[config.mk]
export PLATFORM = sky130hd
export DESIGN_NAME = clb_cfg_loader_flat
export DESIGN_NICKNAME = d
export VERILOG_FILES = /design/src/rtl/clb_cfg_pkg.sv /design/src/rtl/clb_cfg_loader_if.sv /design/src/rtl/clb_cfg_shift.sv /design/src/rtl/clb_cfg_loader.sv /design/src/flat_wrapper.sv
export SDC_FILE = /design/constraint.sdc
export NUM_CORES = 1
export LEC_CHECK = 0
export CORE_MARGIN = 2
export CORE_UTILIZATION = 51
export CTS_CLUSTER_DIAMETER = 120
export CTS_CLUSTER_SIZE = 30
export DETAILED_ROUTE_END_ITERATION = 10
export PLACE_DENSITY = 0.84
export SYNTH_ARGS = -nofsm -noshare
export SYNTH_HDL_FRONTEND = slang
export SYNTH_HIERARCHICAL = 1
export SYNTH_SLANG_ARGS = --single-unit
[constraint.sdc]
create_clock -name K -period 1.9 [get_ports K]
set_clock_uncertainty 0.2 [all_clocks]
set_input_delay 0.38 -clock K [delete_from_list [all_inputs] [get_ports K]]
set_output_delay 0.38 -clock K [all_outputs]
set_load 0.1 [all_outputs]
[src/rtl/clb_cfg_pkg.sv]
// Shared constants, state encoding and CLB frame field map for the configuration loader.
// CLB_CFG_PARITY_EN adds the PAR state (a trailing even-parity bit after each frame).
package clb_cfg_pkg;

    localparam int          CFG_W    = 37;
    localparam logic [3:0]  PREAMBLE = 4'b0010;
    // Only three past bits are stored; the fourth history bit is the live DIN.
    localparam logic [2:0]  HIST_RST = 3'b111;

    localparam logic [2:0] HUNT   = 3'd0;
    localparam logic [2:0] LENGTH = 3'd1;
    localparam logic [2:0] FRAME  = 3'd2;
`ifdef CLB_CFG_PARITY_EN
    localparam logic [2:0] PAR    = 3'd3;
`endif
    localparam logic [2:0] DONE_S = 3'd4;
    localparam logic [2:0] ERR_S  = 3'd5;

    typedef struct packed {
        logic [1:0]  mux2select;
        logic [1:0]  mux3select;
        logic [1:0]  mux4select;
        logic [1:0]  mux5select;
        logic [1:0]  mux6select;
        logic [15:0] mem;
        logic [1:0]  comboption;
        logic        o2m1_0;
        logic        o2m2_0;
        logic        o2m3_0;
        logic        o2m1_1;
        logic        o2m2_1;
        logic        o2m3_1;
        logic        dqmux1;
        logic        dqmux2;
        logic        floporlatch;
    } clb_cfg_t;

    function automatic logic even_parity_ok(input logic [CFG_W-1:0] data, input logic pbit);
        return ~(^{data, pbit});
    endfunction

endpackage

[src/rtl/clb_cfg_loader_if.sv]
// Bitstream input and CLB configuration-write port bundle for the loader.
// master drives the serial stream; slave is the loader.
interface clb_cfg_loader_if #(
    parameter int CFG_W  = clb_cfg_pkg::CFG_W,
    parameter int ADDR_W = 6
);
    logic              DIN;
    logic              DIN_VALID;
    logic [CFG_W-1:0]  CFG_DATA;
    logic [ADDR_W-1:0] CFG_ADDR;
    logic              CFG_WE;
    logic              BUSY;
    logic              DONE;
    logic              ERR;

    modport master (
        output DIN, DIN_VALID,
        input  CFG_DATA, CFG_ADDR, CFG_WE, BUSY, DONE, ERR
    );

    modport slave (
        input  DIN, DIN_VALID,
        output CFG_DATA, CFG_ADDR, CFG_WE, BUSY, DONE, ERR
    );
endinterface

[src/rtl/clb_cfg_shift.sv]
// MSB-first deserialiser with a bit counter; word already includes the bit on din,
// so the caller can act on the complete value in the same cycle that last is high.
module clb_cfg_shift #(
    parameter int W = 8
) (
    input  logic         clk,
    input  logic         rst,
    input  logic         clr,
    input  logic         en,
    input  logic         din,
    output logic [W-1:0] word,
    output logic         last
);
    localparam int CNT_W = $clog2(W);

    logic [W-2:0]     data_r;
    logic [CNT_W-1:0] cnt_r;

    assign word = {data_r, din};
    assign last = (cnt_r == CNT_W'(W - 1));

    // Shift one accepted bit per enabled cycle; the counter wraps after the last bit.
    always_ff @(posedge clk) begin
        if (rst || clr) begin
            data_r <= {(W-1){1'b0}};
            cnt_r  <= {CNT_W{1'b0}};
        end else if (en) begin
            data_r <= word[W-2:0];
            cnt_r  <= last ? {CNT_W{1'b0}} : cnt_r + CNT_W'(1);
        end
    end
endmodule

[src/rtl/clb_cfg_loader.sv]
// Serial configuration loader: preamble hunt, frame count, per-CLB frame write strobes.
// Define CLB_CFG_PARITY_EN to require a trailing even-parity bit after every frame.
import clb_cfg_pkg::*;

module clb_cfg_loader #(
    parameter int NUM_CLB = 64,
    parameter int ADDR_W  = 6,
    parameter int LEN_W   = 8
) (
    input  logic               K,
    input  logic               RST,
    clb_cfg_loader_if.slave    bus
);
    logic [2:0]        state_r;
    logic [2:0]        state_nx_s;
    logic [2:0]        hist_r;
    logic [LEN_W-1:0]  count_r;
    logic [LEN_W-1:0]  idx_r;
    logic [CFG_W-1:0]  cfg_data_r;
    logic [ADDR_W-1:0] cfg_addr_r;
    logic              cfg_we_r;
    logic              busy_r;
    logic              done_r;
    logic              err_r;

    logic              clr_s;
    logic              len_en_s;
    logic              len_last_s;
    logic [LEN_W-1:0]  len_word_s;
    logic              frm_en_s;
    logic              frm_last_s;
    logic [CFG_W-1:0]  frm_word_s;
    logic              commit_s;
    logic [CFG_W-1:0]  commit_word_s;
    logic              last_frame_s;
    logic              busy_nx_s;
`ifdef CLB_CFG_PARITY_EN
    logic [CFG_W-1:0]  hold_r;
`endif

    assign clr_s        = (state_r == HUNT);
    assign len_en_s     = bus.DIN_VALID && (state_r == LENGTH);
    assign frm_en_s     = bus.DIN_VALID && (state_r == FRAME);
    assign last_frame_s = ((idx_r + LEN_W'(1)) == count_r);

    clb_cfg_shift #(.W(LEN_W)) u_len_shift (
        .clk  (K),
        .rst  (RST),
        .clr  (clr_s),
        .en   (len_en_s),
        .din  (bus.DIN),
        .word (len_word_s),
        .last (len_last_s)
    );

    clb_cfg_shift #(.W(CFG_W)) u_frm_shift (
        .clk  (K),
        .rst  (RST),
        .clr  (clr_s),
        .en   (frm_en_s),
        .din  (bus.DIN),
        .word (frm_word_s),
        .last (frm_last_s)
    );

    // Next-state and commit decision.
    always_comb begin
        state_nx_s    = state_r;
        commit_s      = 1'b0;
        commit_word_s = frm_word_s;
        case (state_r)
            HUNT: begin
                if (bus.DIN_VALID && ({hist_r, bus.DIN} == PREAMBLE)) begin
                    state_nx_s = LENGTH;
                end else begin
                    state_nx_s = HUNT;
                end
            end
            LENGTH: begin
                if (len_en_s && len_last_s) begin
                    if (len_word_s == {LEN_W{1'b0}}) begin
                        state_nx_s = DONE_S;
                    end else if (len_word_s > LEN_W'(NUM_CLB)) begin
                        state_nx_s = ERR_S;
                    end else begin
                        state_nx_s = FRAME;
                    end
                end else begin
                    state_nx_s = LENGTH;
                end
            end
            FRAME: begin
                if (frm_en_s && frm_last_s) begin
`ifdef CLB_CFG_PARITY_EN
                    state_nx_s = PAR;
`else
                    commit_s   = 1'b1;
                    state_nx_s = last_frame_s ? DONE_S : FRAME;
`endif
                end else begin
                    state_nx_s = FRAME;
                end
            end
`ifdef CLB_CFG_PARITY_EN
            PAR: begin
                if (bus.DIN_VALID) begin
                    if (even_parity_ok(hold_r, bus.DIN)) begin
                        commit_s      = 1'b1;
                        commit_word_s = hold_r;
                        state_nx_s    = last_frame_s ? DONE_S : FRAME;
                    end else begin
                        state_nx_s = ERR_S;
                    end
                end else begin
                    state_nx_s = PAR;
                end
            end
`endif
            DONE_S:  state_nx_s = DONE_S;
            ERR_S:   state_nx_s = ERR_S;
            default: state_nx_s = ERR_S;
        endcase
    end

`ifdef CLB_CFG_PARITY_EN
    assign busy_nx_s = (state_nx_s == LENGTH) || (state_nx_s == FRAME) || (state_nx_s == PAR);
`else
    assign busy_nx_s = (state_nx_s == LENGTH) || (state_nx_s == FRAME);
`endif

    // Control state: FSM, preamble history, frame count and frame index.
    always_ff @(posedge K) begin
        if (RST) begin
            state_r <= HUNT;
            hist_r  <= HIST_RST;
            count_r <= {LEN_W{1'b0}};
            idx_r   <= {LEN_W{1'b0}};
        end else begin
            state_r <= state_nx_s;
            if ((state_r == HUNT) && bus.DIN_VALID) begin
                hist_r <= {hist_r[1:0], bus.DIN};
            end
            if (len_en_s && len_last_s) begin
                count_r <= len_word_s;
            end
            if (commit_s) begin
                idx_r <= idx_r + LEN_W'(1);
            end
        end
    end

`ifdef CLB_CFG_PARITY_EN
    // Completed frame is parked here while its parity bit is awaited.
    always_ff @(posedge K) begin
        if (RST) begin
            hold_r <= {CFG_W{1'b0}};
        end else if (frm_en_s && frm_last_s) begin
            hold_r <= frm_word_s;
        end
    end
`endif

    // Registered outputs; DATA/ADDR hold between strobes, DONE/ERR are sticky.
    always_ff @(posedge K) begin
        if (RST) begin
            cfg_data_r <= {CFG_W{1'b0}};
            cfg_addr_r <= {ADDR_W{1'b0}};
            cfg_we_r   <= 1'b0;
            busy_r     <= 1'b0;
            done_r     <= 1'b0;
            err_r      <= 1'b0;
        end else begin
            cfg_we_r <= commit_s;
            if (commit_s) begin
                cfg_data_r <= commit_word_s;
                cfg_addr_r <= idx_r[ADDR_W-1:0];
            end
            busy_r <= busy_nx_s;
            done_r <= done_r | (state_r == DONE_S);
            err_r  <= err_r | (state_r == ERR_S);
        end
    end

    assign bus.CFG_DATA = cfg_data_r;
    assign bus.CFG_ADDR = cfg_addr_r;
    assign bus.CFG_WE   = cfg_we_r;
    assign bus.BUSY     = busy_r;
    assign bus.DONE     = done_r;
    assign bus.ERR      = err_r;
endmodule
[src/flat_wrapper.sv]
// flat-port wrapper written by rule: the top's interface ports become plain ports
module clb_cfg_loader_flat 
#(
    parameter int NUM_CLB = 64,
    parameter int ADDR_W  = 6,
    parameter int LEN_W   = 8
)
  (K, RST, bus_DIN, bus_DIN_VALID, bus_CFG_DATA, bus_CFG_ADDR, bus_CFG_WE, bus_BUSY, bus_DONE, bus_ERR);
  clb_cfg_loader_if #(.ADDR_W(ADDR_W)) bus_i ();
  input  logic K;
  input  logic RST;
  input wire logic [$bits(bus_i.DIN)-1:0] bus_DIN;
  input wire logic [$bits(bus_i.DIN_VALID)-1:0] bus_DIN_VALID;
  output wire logic [$bits(bus_i.CFG_DATA)-1:0] bus_CFG_DATA;
  output wire logic [$bits(bus_i.CFG_ADDR)-1:0] bus_CFG_ADDR;
  output wire logic [$bits(bus_i.CFG_WE)-1:0] bus_CFG_WE;
  output wire logic [$bits(bus_i.BUSY)-1:0] bus_BUSY;
  output wire logic [$bits(bus_i.DONE)-1:0] bus_DONE;
  output wire logic [$bits(bus_i.ERR)-1:0] bus_ERR;
  assign bus_i.DIN = bus_DIN;
  assign bus_i.DIN_VALID = bus_DIN_VALID;
  assign bus_CFG_DATA = bus_i.CFG_DATA;
  assign bus_CFG_ADDR = bus_i.CFG_ADDR;
  assign bus_CFG_WE = bus_i.CFG_WE;
  assign bus_BUSY = bus_i.BUSY;
  assign bus_DONE = bus_i.DONE;
  assign bus_ERR = bus_i.ERR;
  clb_cfg_loader #(.NUM_CLB(NUM_CLB), .ADDR_W(ADDR_W), .LEN_W(LEN_W)) u_core (.K(K), .RST(RST), .bus(bus_i));
endmodule
Word-level counts from Yosys, hierarchy flattened
Index checks and enable logic that the tools add are counted.
W data, S select, Z words.
- reduce and logical (&&, ||, !) cells: 10
- equal/unequal tests: 10
- multiply operators: 0
- shift operators: 0
- order comparisons: 1
- bitwise operators: 2
- div/mod/pow operators: 0
- add/sub/neg operators: 3
- mux-type cells: 11
- operator list (operator ; count):
    $mux W3 ; 6
    $pmux W3 S4 ; 1
    $eq A3 B3 Y1 const B ; 3
    $add A8 B1 Y8 const B ; 1
    $eq A8 B8 Y1 ; 1
    $gt A8 B7 Y1 const B ; 1
    $logic_not A8 Y1 ; 1
    $add A6 B1 Y6 const B ; 1
    $eq A3 B1 Y1 const B ; 2
    $eq A3 B2 Y1 const B ; 2
    $eq A6 B6 Y1 const B ; 1
    $logic_and A1 B1 Y1 ; 6
    $mux W6 ; 1
    $eq A4 B2 Y1 const B ; 1
    $add A3 B1 Y3 const B ; 1
    $logic_not A3 Y1 ; 1
    $mux W1 ; 3
    $logic_or A1 B1 Y1 ; 2
    $or A1 B1 Y1 ; 2
- bits in latches: 0
- memory bits (read-only): 0
- RAM bits: 0
- word-level logic and storage cells: 51
- bits in registers: 121
- memories kept: 0
- output and inout bits: 47
- input port bits: 4

Depth between registers and ports, before layout
Gate-level depths: netlist of run 1.
- depth in word-level cells: 7
- gate-level depth with buffers: 9
- mapped depth without buffers: 8

Cells and area by module
Netlist of run 1, hierarchy kept.
- modules (own cells, without submodules) (module ; sequential area each (µm²) ; instances ; area each (µm²) ; cells each):
    clb_cfg_loader ; 1381.3 ; 1 ; 2847.7 ; 346
    clb_cfg_shift (u_core.u_frm_shift) ; 840.8 ; 1 ; 1606.5 ; 153
    clb_cfg_shift (u_core.u_len_shift) ; 200.2 ; 1 ; 395.4 ; 37

Least setup slack after synthesis of run 1
OpenSTA, ideal clock, no wires.
- path kind: register -> register
- from: register u_core.u_frm_shift.cnt_r[0]
- to: register u_core.cfg_addr_r[0] (netlist: u_core/bus.CFG_ADDR[0])
- data required time: 1.630 ns
- library setup time: 0.070 ns
- cell stages (with the launch flop): 10
- arrival: 1.744 ns
- buffers on the path: 2
- clock period less this slack: 2.014 ns
- slack: -0.114 ns
- path through: dfxtp_1 -> inv_1 -> ha_1 -> nor2b_1 -> and3_2 -> nand2_2 -> buf_2 -> buf_1 -> nand2_1 -> a21oi_1
- longest elaborated chain between the ends: 4
- RTL lines (what ; line ; RTL):
    from (decl) ; clb_cfg_shift.sv:17 ; logic [CNT_W-1:0] cnt_r;
    from (signal assigned) ; clb_cfg_shift.sv:26 ; cnt_r <= {CNT_W{1'b0}};
    from (signal assigned) ; clb_cfg_shift.sv:29 ; cnt_r <= last ? {CNT_W{1'b0}} : cnt_r + CNT_W'(1);
    $eq A6 B6 Y1 ; clb_cfg_shift.sv:20 ; assign last = (cnt_r == CNT_W'(W - 1));
    named net u_core.frm_last_s ; clb_cfg_loader.sv:31 ; logic frm_last_s;
    $logic_and A1 B1 Y1 ; clb_cfg_loader.sv:93 ; if (frm_en_s && frm_last_s) begin
    $mux W1 ; clb_cfg_loader.sv:93 ;
    $mux W1 ; clb_cfg_loader.sv:71 ; case (state_r)
    to (signal assigned) ; clb_cfg_loader.sv:167 ; cfg_addr_r <= {ADDR_W{1'b0}};
    to (signal assigned) ; clb_cfg_loader.sv:176 ; cfg_addr_r <= idx_r[ADDR_W-1:0];
    to (decl) ; clb_cfg_loader.sv:20 ; logic [ADDR_W-1:0] cfg_addr_r;
The timed path passes the listed nets, and every way through them passes these cells.
A chain may end at the register's enable or synchronous reset.

Final worst setup path of run 1
- from: register u_core.u_frm_shift.cnt_r[1]
- to: register u_core.cfg_data_r[32] (netlist: u_core/bus.CFG_DATA[32])
- longest elaborated chain between the ends: 4
- RTL lines (what ; line ; RTL):
    $eq A6 B6 Y1 ; clb_cfg_shift.sv:20 ;
    named net u_core.frm_last_s ; clb_cfg_loader.sv:31 ;
    $logic_and A1 B1 Y1 ; clb_cfg_loader.sv:93 ;
    $mux W1 ; clb_cfg_loader.sv:93 ;
    $mux W1 ; clb_cfg_loader.sv:71 ;
    to (signal assigned) ; clb_cfg_loader.sv:166 ; cfg_data_r <= {CFG_W{1'b0}};
    to (signal assigned) ; clb_cfg_loader.sv:175 ; cfg_data_r <= commit_word_s;
    to (decl) ; clb_cfg_loader.sv:19 ; logic [CFG_W-1:0] cfg_data_r;
The timed path passes the listed nets, and every way through them passes these cells.

==> flow_metrics.tcl, run 1 <==
set metrics [dict create \
    p_leak_nw 2.43 \
    cp_max_fo 11 \
    synth.distinct_cells 58 \
    fp.dieArea_mm2 0.0103 \
    maxSlewHeadroom 0.676 \
    yosys_most_used_dff "dfxtp_1" \
    period_share 1.05 \
    hold_buffers 0 \
    p_total_mw 5.83 \
    busiest_layer "met2" \
    drv_cap 0 \
    max_freq_ghz 0.503 \
    worst-path-buf-inv 3 \
    worstPathCellList "inv_2, ha_4, nor2b_4, and3_4, buf_4, and2_4, clkbuf_16, nand2_1, a21oi_1" \
    row_count 35 \
    cts_tree "yes" \
    worstMarginPinSlew_ns 0.484 \
    drc 0 \
    violations "setup timing" \
    grt_pass1_vias 4100 \
    postRouteAntennaNets 0 \
    ys_ff_latch 121 \
    viasPerCell 5.58 \
    grt.overflow.total 0 \
    yosysWarnings 6 \
    root_buffer "clkbuf_8" \
    cts.sinks 121 \
    crit_family "simple AND/OR/NAND/NOR gates" \
    cp.arrival_ns 2.23 \
    post-route-util 0.758 \
    max_stage_delay_ns 0.33 \
    end_kind "register" \
    grt_use_met1 0.283 \
    synth-seq-area-share 0.499 \
    criticalPathCategory "reg2reg" \
    cp-start-kind "register" \
    area_growth_pct 44.4 \
    hpwl_um 7190 \
    syn_avg_cell_area_um2 9.05 \
    synthArstFlopShare 0 \
    setup_violations 6 \
    grt_max_degree 70 \
    final_hold_viol_count 0 \
    path_clk_slew_ns 0.06 \
    met2_usage 0.394 \
    final_max_slew_viol_count 0 \
    cts_buffers 17 \
    grt_usage 0.239 \
    die_y_um 102 \
    layout_common_cells "114 x dfxtp_1, 100 x nand2_1, 62 x nor2_1" \
    vias 4243 \
    final_nets 628 \
    min_period_ns 1.99 \
    setup_ws_ns -0.0886 \
    placed_area_mm2 0.00616 \
    grt_pass1_wl_um 19200 \
    hold_ws_ns 0.155 \
    worstSkewPairLatency_ns 0.53 \
    io_buffers 50 \
    cp.required_ns 2.14 \
    pin_count 51 \
    drt_iter0_markers 411 \
    syn-instance-count 536 \
    powerDensity_mw_per_mm2 833 \
    synth-edff-count 0 \
    synth_fp_nets 545 \
    clk_path_buf_depth 2 \
    dr.pass1.iters 5 \
    coreArea_mm2 0.00924 \
    wire_per_inst_um 16.9 \
    die_w_um 102 \
    reg2reg_slack_ns -0.09 \
    rsz0062_at_grt "yes" \
    htreeDepth 4 \
    postLayoutCellArea_mm2 0.00700 \
    layout_commonest_cell "dfxtp_1" \
    antenna_found_initial 0 \
    globalplace.congestion 0.941 \
    routed_wl_um 12900 \
    met3_usage 0.0580 \
    cp_slowest_cell "dfxtp_2" \
    antenna_cells 0 \
    drive_above_1_share 0.280 \
    final.setup.tns_ns -0.251 \
    ir_drop_uv 561 \
    status "finished with violations" \
    start_util 0.525 \
    synth_area_mm2 0.00485 \
    hold_path.class "in2reg" \
]
sequential cells by signal, indices dropped and copies added (netlist names), 3 cells and up:
signal / count
u_core/u_len_shift/data_r: 7
u_core/bus.CFG_DATA: 37
u_core/count_r: 8
u_core/u_frm_shift/data_r: 36
u_core/idx_r: 8
u_core/bus.CFG_ADDR: 6
u_core/u_frm_shift/cnt_r: 6
u_core/state_r: 3
u_core/u_len_shift/cnt_r: 3
u_core/hist_r: 3
metrics by stage:
step	setup WS (ns)	cells
floorplan	0.0118	536
global placement	-0.382	720
detailed placement	-0.458	720
CTS	0.00333	755
global route	-0.144	761
finish	-0.0886	761
worst paths after layout:
kind | cells after the start | to | startpoint
max | 9 | u_core/bus.CFG_DATA[32] | u_core/u_frm_shift/cnt_r[1]
min | 3 | u_core/bus.CFG_WE | RST
max reg2reg | 9 | u_core/bus.CFG_DATA[32] | u_core/u_frm_shift/cnt_r[1]
min reg2reg | 2 | u_core/bus.CFG_DATA[36] | u_core/u_frm_shift/data_r[35]
power by group:
group | internal (mW) | switching, mW
registers | 2.54 | 0.00345
clock network | 2.04 | 1.18
logic | 0.0243 | 0.0424
worst register-to-register path: stages (launching register included):
cell	delay (ns)
dfxtp_2	0.33
inv_2	0.08
ha_4	0.12
nor2b_4	0.14
and3_4	0.22
buf_4	0.12
and2_4	0.23
clkbuf_16	0.19
nand2_1	0.07
a21oi_1	0.20
layout make-up:
cell class,instances,area [µm²]
flip-flops and latches,121,2440
inverters,6,22.5
multi-input cells,371,2330
well taps,129,161
repair buffers,102,1450
clock inverters,13,168
clock buffers,19,432
fillers,528,2240
routing by layer:
metal / part of all wire / up-vias / wire length [µm]
met5: 0 / - / 0
met4: 0.042 / 0 / 542
met3: 0.062 / 59 / 800
met2: 0.50 / 214 / 6430
met1: 0.40 / 2001 / 5090
li1: - / 1969 / -
logic make-up after synthesis:
| logic type | after synthesis | share of synthesized area |
|---|---|---|
| AO/OA/AOI/OAI | 85 | 0.110 |
| XOR/XNOR | 17 | 0.0307 |
| adder cells (fa/ha/maj) | 5 | 0.0129 |
| buffers and inverters | 45 | 0.0472 |
| flip-flops | 121 | 0.499 |
| multiplexers | 46 | 0.0949 |
| AND/OR/NAND/NOR | 217 | 0.205 |
cells in the mapped netlist (2+ instances only):
cell | count | area share
ha_1 | 5 | 0.013
nor3_1 | 2 | 0.0021
nand2_1 | 103 | 0.080
a311o_1 | 2 | 0.0041
dfxtp_1 | 121 | 0.50
or2_2 | 2 | 0.0026
nand3_1 | 10 | 0.010
xor2_1 | 10 | 0.018
clkbuf_1 | 17 | 0.013
a211o_1 | 4 | 0.0072
xnor2_1 | 7 | 0.013
mux2i_1 | 46 | 0.095
nand2_2 | 3 | 0.0039
nand4_1 | 3 | 0.0039
nor2b_1 | 6 | 0.0077
and4bb_1 | 2 | 0.0052
nor2_1 | 62 | 0.048
nor3b_1 | 3 | 0.0046
a21oi_1 | 62 | 0.064
nand3b_1 | 3 | 0.0046
or2_1 | 2 | 0.0026
o21ai_0 | 2 | 0.0021
buf_4 | 6 | 0.0093
buf_2 | 12 | 0.012
inv_1 | 6 | 0.0046
buf_6 | 3 | 0.0070
repair_timing:
item | 4_1_cts | 5_1_grt
setup buffers | 3 | 3
resized for setup | 8 | 30
pin swaps | 7 | 15
endpoints found under the setup margin | 21 | 50
gates cloned | 0 | 3
Power figures use the tool's default switching activity.
==> inputs of run 2 (changes only) <==
- CTS_BUF_LIST: not set -> sky130_fd_sc_hd__clkbuf_16
==> run 2 against run 1 <==
Against the previous run:
- the flow still finishes with violations (setup timing)
- largest cell class unchanged
- core utilization fell by 0.69 points
- critical path depth shrank 3
- routed wire length fell by 0.82%
==> flow_metrics.tcl, run 2 (synthesis gave the netlist of run 1 again) <==
set metrics [dict create \
    placed_area_mm2 0.00616 \
    hold_path.class "reg2reg" \
    reg2regPathDepth 6 \
    drive_above_1_share 0.271 \
    worstMarginPinSlew_ns 0.452 \
    reg2reg_slack_ns -0.09 \
    antenna_cells 0 \
    path_clk_slew_ns 0.06 \
    cp.required_ns 2.05 \
    vias 4176 \
    postRouteAntennaNets 0 \
    clk_path_buf_depth 2 \
    hpwl_um 7190 \
    row_count 35 \
    crit_family "compound AO/OA/AOI/OAI gates" \
    criticalPathCategory "reg2reg" \
    setup_ws_ns -0.0890 \
    hold_buffers 0 \
    coreArea_mm2 0.00924 \
    p_leak_nw 2.40 \
    crit_end "u_core/bus.BUSY" \
    antenna_found_initial 0 \
    r2r_start "u_core/idx_r[5]" \
    fp.dieArea_mm2 0.0103 \
    postLayoutCellArea_mm2 0.00694 \
    grt_pass1_vias 4092 \
    max_stage_delay_ns 0.46 \
    end_kind "register" \
    final_nets 624 \
    fillers 552 \
    cp_slowest_cell "o311ai_1" \
    r2r-end "u_core/bus.BUSY" \
    pin_count 51 \
    drt_iter0_markers 337 \
    place_inst 720 \
    layout_common_cells "114 x dfxtp_1, 101 x nand2_1, 62 x nor2_1" \
    layout_commonest_cell "dfxtp_1" \
    worst-path-buf-inv 2 \
    cp.depth 6 \
    cp.arrival_ns 2.14 \
    max_freq_ghz 0.503 \
    htreeDepth 4 \
    routed_wl_um 12800 \
    cp-start-kind "register" \
    cts_tree "yes" \
    min_period_ns 1.99 \
    setup_violations 7 \
    status "finished with violations" \
    cp_max_fo 3 \
    viasPerCell 5.52 \
    drc 0 \
    rsz0062_at_grt "yes" \
    maxSlewHeadroom 0.694 \
    grt_pass1_wl_um 18600 \
    drv_cap 0 \
    root_buffer "clkbuf_16" \
    globalplace.congestion 0.941 \
    fin_cells 757 \
    grt.overflow.total 0 \
    period_share 1.05 \
    worstSkewPairLatency_ns 0.41 \
    largest_register_ffs 37 \
    violations "setup timing" \
    powerDensity_mw_per_mm2 844 \
    worstPathCellList "buf_4, inv_1, o311ai_1, a21oi_2, o211ai_2, o2111a_1" \
    die_y_um 102 \
    final_max_slew_viol_count 0 \
    grt_max_degree 70 \
    cts_buffers 17 \
    die_w_um 102 \
    start_util 0.525 \
    final_hold_viol_count 0 \
    cts.sinks 121 \
    io_buffers 50 \
    dr.pass1.iters 7 \
    area_growth_pct 43.1 \
    ir_drop_uv 580 \
    grt_usage 0.233 \
    wire_per_inst_um 16.9 \
    dp_slack_ns -0.458 \
    crit_path_start "u_core/idx_r[5]" \
    post-route-util 0.751 \
]
[run 2: metrics by stage]
stage	total power [mW]	hold WS [ns]	setup TNS (ns)
6_report	5.86	0.256	-0.216
5_1_grt	6.03	0.275	-1.05
4_1_cts	5.86	0.257	-0.0330
3_5_place_dp	2.66	0.247	-36.56
3_3_place_gp	2.66	0.248	-28.58
2_1_floorplan	2.64	0.231	0
[run 2: final cells by class]
class,instances,area (µm²),area share
repair buffers,98,1400,0.202
inverters,6,22.5,0.00324
well taps,129,161,0.0233
clock buffers,17,425,0.0613
flip-flops and latches,121,2440,0.351
multi-input cells,371,2320,0.334
clock inverters,15,175,0.0252
[run 2: power breakdown]
group | internal [mW] | switching (mW) | total, mW
combinational | 0.0234 | 0.0414 | 0.0648
clock | 2.06 | 1.19 | 3.25
sequential | 2.54 | 0.00336 | 2.54
total | 4.62 | 1.23 | 5.86
[run 2: how the worst min path moves through the flow]
stage	to	from	depth (start not counted)	slack, ns
global placement	u_core/bus.CFG_DATA[36]	u_core/u_frm_shift/data_r[35]	2	0.25
CTS	u_core/bus.CFG_DATA[36]	u_core/u_frm_shift/data_r[35]	2	0.26
floorplan	u_core/bus.CFG_DATA[36]	u_core/u_frm_shift/data_r[35]	2	0.23
detailed placement	u_core/bus.CFG_DATA[36]	u_core/u_frm_shift/data_r[35]	2	0.25
global route	u_core/idx_r[6]	RST	3	0.28
finish	u_core/bus.CFG_DATA[36]	u_core/u_frm_shift/data_r[35]	2	0.26
[run 2: metal layers]
layer,track usage,routed length (µm),vias to the layer above
li1,-,-,1955
met1,0.270,5210,1992
met2,0.389,6410,178
met3,0.0842,662,51
met4,0.0946,477,0
met5,0,0,-
[run 2: timing repair]
| action | 4_1_cts | 5_1_grt |
|---|---|---|
| cloned | 0 | 2 |
| gates resized for setup | 8 | 28 |
| pin swaps | 8 | 11 |
| buffers inserted | 1 | 2 |
| endpoints found under the setup margin | 26 | 50 |
[run 2: worst register-to-register path: stages (launching register included)]
cell,delay [ns]
dfxtp_1,0.40
buf_4,0.16
inv_1,0.09
o311ai_1,0.46
a21oi_2,0.13
o211ai_2,0.27
o2111a_1,0.22
